$ cat config.mk
export PLATFORM = sky130hd
export DESIGN_NAME = bus_arbiter
export DESIGN_NICKNAME = d
export VERILOG_FILES = /design/src/rtl/bus_arbiter.sv
export SDC_FILE = /design/constraint.sdc
export NUM_CORES = 1
export LEC_CHECK = 0
export CORE_AREA = 8 8 152 154
export CTS_CLUSTER_DIAMETER = 30
export CTS_CLUSTER_SIZE = 20
export DETAILED_ROUTE_END_ITERATION = 12
export DIE_AREA = 0 0 160 162
export GPL_ROUTABILITY_DRIVEN = 1
export PLACE_DENSITY_LB_ADDON = 0.12
export SYNTH_ARGS = -nofsm -noshare
export SYNTH_HDL_FRONTEND = slang
export SYNTH_SLANG_ARGS = --single-unit
$ cat constraint.sdc
create_clock -name clk_i -period 4.1 [get_ports clk_i]
set_input_delay 1.23 -clock clk_i [delete_from_list [all_inputs] [get_ports clk_i]]
set_output_delay 1.23 -clock clk_i [all_outputs]
set_load 0.005 [all_outputs]
$ cat src/rtl/bus_arbiter.sv
// bus_arbiter: round-robin arbiter that sequences one master request at a time onto a decoded slave bus.
// Latency: accept T -> bus_valid_o T+1 -> rsp_valid_o T+3 for a zero-wait hit; a decode miss answers at T+2.
// Backpressure: req_ready_o only while IDLE; the slave stalls via bus_ready_i and bus_rsp_valid_i.
// Build option: define BUS_ARB_TIMEOUT_EN to bound REQ+RSP at TIMEOUT_CYC cycles (ends with err=1).
module bus_arbiter #(
    parameter int unsigned ADDR_W      = 32,
    parameter int unsigned DATA_W      = 32,
    parameter int unsigned N_MASTERS   = 4,
    parameter int unsigned N_SLAVES    = 4,
    parameter int unsigned SLAVE_SIZE  = 32'h1000,
    parameter int unsigned TIMEOUT_CYC = 64
) (
    input  logic                          clk_i,
    input  logic                          rst_i,
    input  logic [N_MASTERS-1:0]          req_valid_i,
    input  logic [N_MASTERS*ADDR_W-1:0]   req_addr_i,
    input  logic [N_MASTERS-1:0]          req_we_i,
    input  logic [N_MASTERS*DATA_W-1:0]   req_wdata_i,
    output logic [N_MASTERS-1:0]          req_ready_o,
    output logic [N_MASTERS-1:0]          rsp_valid_o,
    output logic [DATA_W-1:0]             rsp_rdata_o,
    output logic                          rsp_err_o,
    output logic                          bus_valid_o,
    output logic [N_SLAVES-1:0]           bus_sel_o,
    output logic [ADDR_W-1:0]             bus_addr_o,
    output logic                          bus_we_o,
    output logic [DATA_W-1:0]             bus_wdata_o,
    input  logic                          bus_ready_i,
    input  logic                          bus_rsp_valid_i,
    input  logic [DATA_W-1:0]             bus_rsp_rdata_i
);

    localparam int unsigned MW    = $clog2(N_MASTERS);
    localparam int unsigned OFF_W = $clog2(SLAVE_SIZE);

    typedef enum logic [2:0] {IDLE, REQ, RSP, ERR, DONE} state_t;

    // Everything about the accepted request that the bus side needs later.
    typedef struct packed {
        logic [ADDR_W-1:0]   offs;
        logic [N_SLAVES-1:0] sel;
        logic                we;
        logic [DATA_W-1:0]   wdata;
        logic [MW-1:0]       gnt;
    } req_t;

    state_t            state_q, state_d;
    req_t              req_q, req_d;
    logic [MW-1:0]     rr_ptr_q, rr_ptr_d;
    logic [DATA_W-1:0] rdata_q, rdata_d;
    logic              err_q, err_d;

    logic              gnt_vld;
    logic [MW-1:0]     gnt_idx;
    logic [MW-1:0]     cand;
    logic [ADDR_W-1:0] gnt_addr;
    logic [ADDR_W-1:0] slv_idx;
    logic              dec_hit;
    logic [N_SLAVES-1:0] dec_sel;
    logic [MW-1:0]     rr_next;
    logic              bus_act;

`ifdef BUS_ARB_TIMEOUT_EN
    localparam int unsigned TW = $clog2(TIMEOUT_CYC + 1);
    logic [TW-1:0] to_cnt_q, to_cnt_d;
    logic          to_hit;
    // Counter value k means the transfer has spent k cycles in REQ/RSP before this one.
    assign to_hit = (to_cnt_q == TW'(TIMEOUT_CYC - 1));
`else
    logic unused_timeout_cfg;
    assign unused_timeout_cfg = ^TIMEOUT_CYC;
`endif

    // Pick the first requester at or after rr_ptr_q, wrapping around the master list.
    always_comb begin
        gnt_vld = 1'b0;
        gnt_idx = '0;
        cand    = '0;
        for (int i = 0; i < int'(N_MASTERS); i++) begin
            cand = MW'((int'(rr_ptr_q) + i) % int'(N_MASTERS));
            if (!gnt_vld && req_valid_i[cand]) begin
                gnt_vld = 1'b1;
                gnt_idx = cand;
            end
        end
    end

    assign gnt_addr = req_addr_i[int'(gnt_idx) * int'(ADDR_W) +: ADDR_W];

    // Uniform map: the window index is simply the address above the offset bits.
    assign slv_idx = gnt_addr >> OFF_W;
    assign dec_hit = (slv_idx < ADDR_W'(N_SLAVES));

    // One-hot select; stays all-zero on a miss because no index matches.
    always_comb begin
        dec_sel = '0;
        for (int k = 0; k < int'(N_SLAVES); k++) begin
            dec_sel[k] = (slv_idx == ADDR_W'(k));
        end
    end

    assign rr_next = (req_q.gnt == MW'(N_MASTERS - 1)) ? '0 : req_q.gnt + 1'b1;

    // Next-state and accept logic; grants are blocked while reset is held so no master sees a phantom accept.
    always_comb begin
        state_d     = state_q;
        req_d       = req_q;
        rr_ptr_d    = rr_ptr_q;
        rdata_d     = rdata_q;
        err_d       = err_q;
        req_ready_o = '0;
`ifdef BUS_ARB_TIMEOUT_EN
        to_cnt_d    = to_cnt_q;
`endif
        case (state_q)
            IDLE: begin
                if (gnt_vld && !rst_i) begin
                    req_ready_o[gnt_idx] = 1'b1;
                    req_d.offs  = gnt_addr & ADDR_W'(SLAVE_SIZE - 1);
                    req_d.sel   = dec_sel;
                    req_d.we    = req_we_i[gnt_idx];
                    req_d.wdata = req_wdata_i[int'(gnt_idx) * int'(DATA_W) +: DATA_W];
                    req_d.gnt   = gnt_idx;
                    state_d     = dec_hit ? REQ : ERR;
`ifdef BUS_ARB_TIMEOUT_EN
                    to_cnt_d    = '0;
`endif
                end
            end
            REQ: begin
`ifdef BUS_ARB_TIMEOUT_EN
                if (to_hit) begin
                    rdata_d = '0;
                    err_d   = 1'b1;
                    state_d = DONE;
                end else begin
                    to_cnt_d = to_cnt_q + 1'b1;
                    if (bus_ready_i) begin
                        state_d = RSP;
                    end
                end
`else
                if (bus_ready_i) begin
                    state_d = RSP;
                end
`endif
            end
            RSP: begin
                // A response arriving on the last allowed cycle still wins over the timeout.
                if (bus_rsp_valid_i) begin
                    rdata_d = bus_rsp_rdata_i;
                    err_d   = 1'b0;
                    state_d = DONE;
                end
`ifdef BUS_ARB_TIMEOUT_EN
                else if (to_hit) begin
                    rdata_d = '0;
                    err_d   = 1'b1;
                    state_d = DONE;
                end else begin
                    to_cnt_d = to_cnt_q + 1'b1;
                end
`endif
            end
            ERR: begin
                rdata_d = '0;
                err_d   = 1'b1;
                state_d = DONE;
            end
            DONE: begin
                rr_ptr_d = rr_next;
                state_d  = IDLE;
            end
            default: begin
                state_d = IDLE;
            end
        endcase
    end

    // State, latched request, pointer and response registers.
    always_ff @(posedge clk_i) begin
        if (rst_i) begin
            state_q  <= IDLE;
            req_q    <= '0;
            rr_ptr_q <= '0;
            rdata_q  <= '0;
            err_q    <= 1'b0;
        end else begin
            state_q  <= state_d;
            req_q    <= req_d;
            rr_ptr_q <= rr_ptr_d;
            rdata_q  <= rdata_d;
            err_q    <= err_d;
        end
    end

`ifdef BUS_ARB_TIMEOUT_EN
    // Watchdog counter for the bus phases.
    always_ff @(posedge clk_i) begin
        if (rst_i) begin
            to_cnt_q <= '0;
        end else begin
            to_cnt_q <= to_cnt_d;
        end
    end
`endif

    // Bus fields are shown only while a hit is in flight, so misses and idle cycles stay quiet.
    assign bus_act     = (state_q == REQ) || (state_q == RSP);
    assign bus_valid_o = (state_q == REQ);
    assign bus_sel_o   = bus_act ? req_q.sel   : '0;
    assign bus_addr_o  = bus_act ? req_q.offs  : '0;
    assign bus_we_o    = bus_act ? req_q.we    : 1'b0;
    assign bus_wdata_o = bus_act ? req_q.wdata : '0;

    // Single-cycle response pulse back to the granted master.
    always_comb begin
        rsp_valid_o = '0;
        if (state_q == DONE) begin
            rsp_valid_o[req_q.gnt] = 1'b1;
        end
    end

    assign rsp_rdata_o = rdata_q;
    assign rsp_err_o   = err_q;

endmodule

==> impl_metrics.yaml, run 1 <==
floorplan:
  dieArea_um2: 25900
  die_width_um: 160
  fp.coreArea_um2: 20700
  start_util: 0.271
  ioPinCount: 411
  die_h_um: 162
  rows: 53
worst_setup_path:
  crit_fanout: 3
  critPathKind: "input pin to output port"
  cpMostUsedCell: "dlygate4sd2_1"
  critPathMaxStageDelay_ns: 0.29
  path_cells: "dlygate4sd2_1 > nor2b_4 > a21o_1 > a211oi_4 > buf_4 > and3_1 > dlygate4sd2_1"
  start_kind: "input pin"
  cp.required_ns: 2.87
  critPathTopFamily: "buffers and inverters"
  cp-end-kind: "output port"
  crit_buf_inv: 3
  slowest_stage: "dlygate4sd2_1"
  cp.arrival_ns: 2.70
detailed_routing:
  drtIter0Drc: 370
  detail-route-antenna-nets: 0
  vias_per_cell: 4.50
  drt-wirelength-per-cell_um: 16.5
  drc: 0
  wl_um: 24200
  dr_total_vias: 6614
  drt-pass1-iter-count: 4
flow_run:
  drv_cap: 0
synth:
  ys_async_sr_fraction: 0
  seq_area_frac_synth: 0.318
  yosys-top-cells-count: "nand2_1, o21ai_0, dfxtp_1"
  synth_cell_type_count: 38
  yosysMostFrequentCell: "nand2_1"
  synth.avg_cell_area_um2: 6.70
  synthTopCellsByArea: "dfxtp_1, nand2_1, o21ai_0"
  syn_inst: 836
  synth-edff-count: 0
  ys_seq_elements: 89
  post-synth-top-area-fraction: 0.318
  syn_area_um2: 5600
  yosys.area.top_type: "dfxtp_1"
  ys_warn_count: 0
  synth_ff_type: "dfxtp_1"
timing:
  setup_viol: 0
  period_share: 0.958
  final.setup.tns_ns: 0
  finalCriticalPeriod_ns: 3.93
  fin_skew_ns: 0.0100
  maxSlewHeadroom: 0.352
  hold_violations: 0
  worst_pin_slew_ns: 0.972
  rsz0062_at_grt: "no"
  slew_viol_final: 0
  clock.fmax_ghz: 0.255
power_and_ir_drop:
  vdd.ir_drop.worst_uv: 152
  power_density_nw_per_um2: 291
  leakage_uw: 0.00392
place:
  hpwl_um: 18500
  place.gp.congestion: 0.792
  place_area_um2: 9710
  portBuffers: 390
cts:
  cts_buffers: 9
  cts_max_path_buffers: 2
  hold_buffers: 0
  path_clk_slew_ns: 0.07
  htreeDepth: 3
  clk_latency_ns: 0.35
  numClockSinks: 89
  ctsRootBufferMaster: "clkbuf_16"
  cts_tree: "done"
worst_hold_path:
  holdCritPathClass: "register to register"
layout:
  drive_gt1_frac: 0.0436
  area_growth_pct: 79.2
  fin_area_um2: 10000
  fin_nets: 1493
global_routing:
  grt_pass1_vias: 6670
  grt_max_degree: 100
  antenna_found_initial: 1
  grt_use_met1: 0.206
  grt_pass1_wl_um: 37100
  grt.total_usage: 0.179
  grt_overflow_total: 0
  grt_util_met2: 0.309
  busiest_layer: "met2"
  grt_util_met3: 0.0610
run_status:
  status: "finished clean"
-- per-stage QoR --
stage	util	total power (uW)	worst slack [ns]	hold WS, ns	cells
finish	0.485	2920	0.173	0.482	1471
global route	0.485	3120	0.116	0.507	1470
CTS	0.485	2980	0.000198	0.486	1469
detailed placement	0.469	2120	-0.311	0.466	1451
global placement	0.469	2120	-0.295	0.461	1451
floorplan	-	1510	0.305	0.449	855
-- worst min-delay path: cells and delay by family (launching register included) --
kind / cells / cell delay, ns
AOI/OAI and AO/OA: 1 / 0.06
and+or+nand+nor: 1 / 0.07
DFF: 1 / 0.32
-- power by group --
part           total [uW]  internal (uW)  leakage, uW  switching (uW)
clock network         829            429     0.000141             400
logic                1070            589      0.00305             477
registers            1020            974     0.000729            50.5
total                2920           1990      0.00392             928
-- timing repair --
item                                    CTS  global route
pin swaps                                 3             0
endpoints found under the setup margin    4             4
gates resized for setup                  10             2
setup buffers                             2             0
-- kinds of logic (layout without fill, tap and decap cells) --
kind of cell / Yosys count / in the layout / share of synthesized area
XOR/XNOR: 1 / 1 / 0.00156
multiplexers: 8 / 8 / 0.0147
buffers and inverters: 93 / 432 / 0.0786
AND/OR/NAND/NOR: 497 / 497 / 0.442
adder cells (fa/ha/maj): 4 / 4 / 0.00893
other: 1 / 22 / 0.000669
flip-flops: 89 / 89 / 0.318
AO/OA/AOI/OAI: 143 / 143 / 0.136
-- area by class of cell --
cell class,count,area (um^2)
Timing Repair Buffer,411,4080
Sequential cell,89,1780
Inverter,5,18.8
Antenna cell,2,5.00
Tap cell,275,344
Clock inverter,7,65.1
Multi-Input combinational cell,673,3520
Fill cell,2151,10700
Clock buffer,9,225
-- routing by layer --
layer  share of wire  wire length (um)  up-vias
met5               0                 0        -
met4           0.018               429        0
met3           0.082              1980       21
met2            0.48             11700      238
met1            0.42             10100     2881
li1                -                 -     3474
-- flip-flops by register name, summed over array words and instances (netlist names) --
name / count
req_q: 51
rsp_rdata_o: 32
state_q: 3
rr_ptr_q: 2
rsp_err_o: 1
-- layout by cell type (no fill, tap or decap), types with 33 or more instances in the layout --
master / count
a21oi_1: 37
and2_1: 55
clkdlybuf4s50_1: 381
dfxtp_1: 89
nand2_1: 230
nand3_1: 49
nand3b_1: 49
nor2_1: 44
nor3b_1: 33
o21ai_0: 91
-- worst paths after layout --
path                             from                     end  slack [ns]  depth (start not counted)
min reg2reg    req_q[20]$_SDFFE_PP0P_  req_q[20]$_SDFFE_PP0P_        0.48                          2
min            req_q[20]$_SDFFE_PP0P_  req_q[20]$_SDFFE_PP0P_        0.48                          2
max reg2reg  rr_ptr_q[0]$_SDFFE_PP0P_  req_q[37]$_SDFFE_PP0P_        1.44                         10
max                    req_valid_i[2]          req_ready_o[3]        0.17                          7
Power figures use the tool's default switching activity.
==> run 2: changes to the inputs <==
- SETUP_SLACK_MARGIN: default -> 0.5
==> impl_metrics.yaml, run 2 (synthesized netlist as in run 1, its figures left out) <==
global_routing:
  antenna_found_initial: 1
  grt_pass1_vias: 6868
  grt_max_degree: 100
  grt.total_usage: 0.192
  grt_pass1_wl_um: 39400
  grt_overflow_total: 0
worst_setup_path:
  critPathKind: "input pin to output port"
  cp.required_ns: 2.87
  slowest_stage: "a211oi_4"
  path_cells: "buf_8 > nor2b_4 > a21o_1 > a211oi_4 > buf_4 > and3_1 > buf_2"
  critPathMaxStageDelay_ns: 0.29
  crit_fanout: 3
  cp-end-kind: "output port"
  cp.arrival_ns: 2.36
  start_kind: "input pin"
timing:
  period_share: 0.876
  slew_viol_final: 0
  fin_skew_ns: 0.00654
  hold_violations: 0
  finalCriticalPeriod_ns: 3.59
  rsz0062_at_grt: "yes"
  worst_pin_slew_ns: 1.03
  setup_viol: 0
  clock.fmax_ghz: 0.279
  maxSlewHeadroom: 0.311
cts:
  clk_latency_ns: 0.35
  cts_buffers: 9
  cts_tree: "done"
  numClockSinks: 89
  path_clk_slew_ns: 0.06
  cts_max_path_buffers: 2
  ctsRootBufferMaster: "clkbuf_16"
  htreeDepth: 3
layout:
  final_common_cell: "clkdlybuf4s50_1"
  area_growth_pct: 80.6
  post-route-util: 0.489
  largest_reg_flops: 51
  mostFrequentLayoutCells: "clkdlybuf4s50_1, nand2_1, o21ai_0"
  fillers: 2114
  multi_input_area_um2: 3570
  fin_area_um2: 10100
  fin_nets: 1500
  drive_gt1_frac: 0.0592
  regMostFlops: "req_q"
  register_area_um2: 1780
flow_run:
  drv_cap: 0
detailed_routing:
  dr_total_vias: 6755
  vias_per_cell: 4.58
  drc: 0
  drt-pass1-iter-count: 6
  drtIter0Drc: 351
  wl_um: 25900
  drt-wirelength-per-cell_um: 17.5
  detail-route-antenna-nets: 0
power_and_ir_drop:
  power_density_nw_per_um2: 293
  vdd.ir_drop.worst_uv: 158
  leakage_uw: 0.00394
place:
  place_area_um2: 9680
  hpwl_um: 19700
  portBuffers: 390
  place.gp.congestion: 0.857
run_status:
  status: "finished clean"
worst_hold_path:
  holdCritPathClass: "register to register"
floorplan:
  rows: 53
  start_util: 0.271
  die_width_um: 160
  fp.coreArea_um2: 20700
  die_h_um: 162
  ioPinCount: 411
  dieArea_um2: 25900
run 2: changes by cell type in the layout (fill, tap and decap cells not counted), moves of 2 or more:
cell / previous run / this run
inv_8: 2 / 0
inv_6: 4 / 1
buf_4: 19 / 24
dlygate4sd2_1: 5 / 0
dlymetal6s2s_1: 2 / 0
buf_2: 1 / 7
buf_6: 0 / 2
nor2_2: 0 / 2
run 2: where the power goes:
part / internal, uW / switching (uW)
registers: 975 / 53.3
clock network: 487 / 350
logic: 606 / 491
total: 2070 / 894
run 2: layer usage:
metal  vias to the layer above  share of wire  track usage
met5                         -              0            0
met1                      2976           0.38        0.206
met3                        26          0.095       0.0764
met2                       277           0.50        0.340
met4                         0          0.021       0.0607
li1                       3476              -            -
run 2: layout make-up:
class,count,area share
diodes,1,0.000247
repair buffers,417,0.406
flip-flops and latches,89,0.176
multi-input cells,674,0.353
clock inverters,4,0.00507
inverters,5,0.00186
well taps,275,0.0340
clock buffers,11,0.0240
run 2: timing repair:
| item | CTS | global route |
|---|---|---|
| setup endpoints to repair | 10 | 25 |
| cloned | 1 | 0 |
| pin swaps | 8 | 3 |
| hold buffers | 0 | 0 |
| hold endpoints to repair | 0 | 0 |
| setup buffers | 7 | 4 |
| gates resized for setup | 42 | 8 |
run 2: through the flow:
| step | worst slack (ns) | hold slack [ns] | TNS (ns) | std cells | total power [uW] |
|---|---|---|---|---|---|
| 2_1_floorplan | 0.500 | 0.449 | 0 | 855 | 1510 |
| 3_3_place_gp | -0.235 | 0.463 | -0.799 | 1448 | 2110 |
| 3_5_place_dp | -0.282 | 0.465 | -1.08 | 1448 | 2120 |
| 4_1_cts | 0.526 | 0.482 | 0 | 1471 | 2990 |
| 5_1_grt | 0.455 | 0.508 | 0 | 1476 | 3170 |
| 6_report | 0.510 | 0.481 | 0 | 1476 | 2960 |
run 2: worst paths after layout:
| kind | start | endpoint | slack [ns] | depth (start not counted) |
|---|---|---|---|---|
| worst max-delay path | req_valid_i[2] | req_ready_o[3] | 0.51 | 7 |
| worst min-delay path | req_q[19]$_SDFFE_PP0P_ | req_q[19]$_SDFFE_PP0P_ | 0.48 | 2 |
| worst max register to register | rr_ptr_q[1]$_SDFFE_PP0P_ | req_q[38]$_SDFFE_PP0P_ | 1.27 | 8 |
| worst min register to register | req_q[19]$_SDFFE_PP0P_ | req_q[19]$_SDFFE_PP0P_ | 0.48 | 2 |
run 2: critical path: cells and delay by family:
kind	cells	cell delay (ns)
AOI/OAI and AO/OA	2	0.50
buffers and inverters	3	0.36
and+or+nand+nor	2	0.27
==> run 3: changes to the inputs <==
- SETUP_SLACK_MARGIN: 0.5 -> default
- SLEW_MARGIN: default -> 0
==> results of run 3 <==
No change in the layout: final DEF, timing and power equal those of run 1.
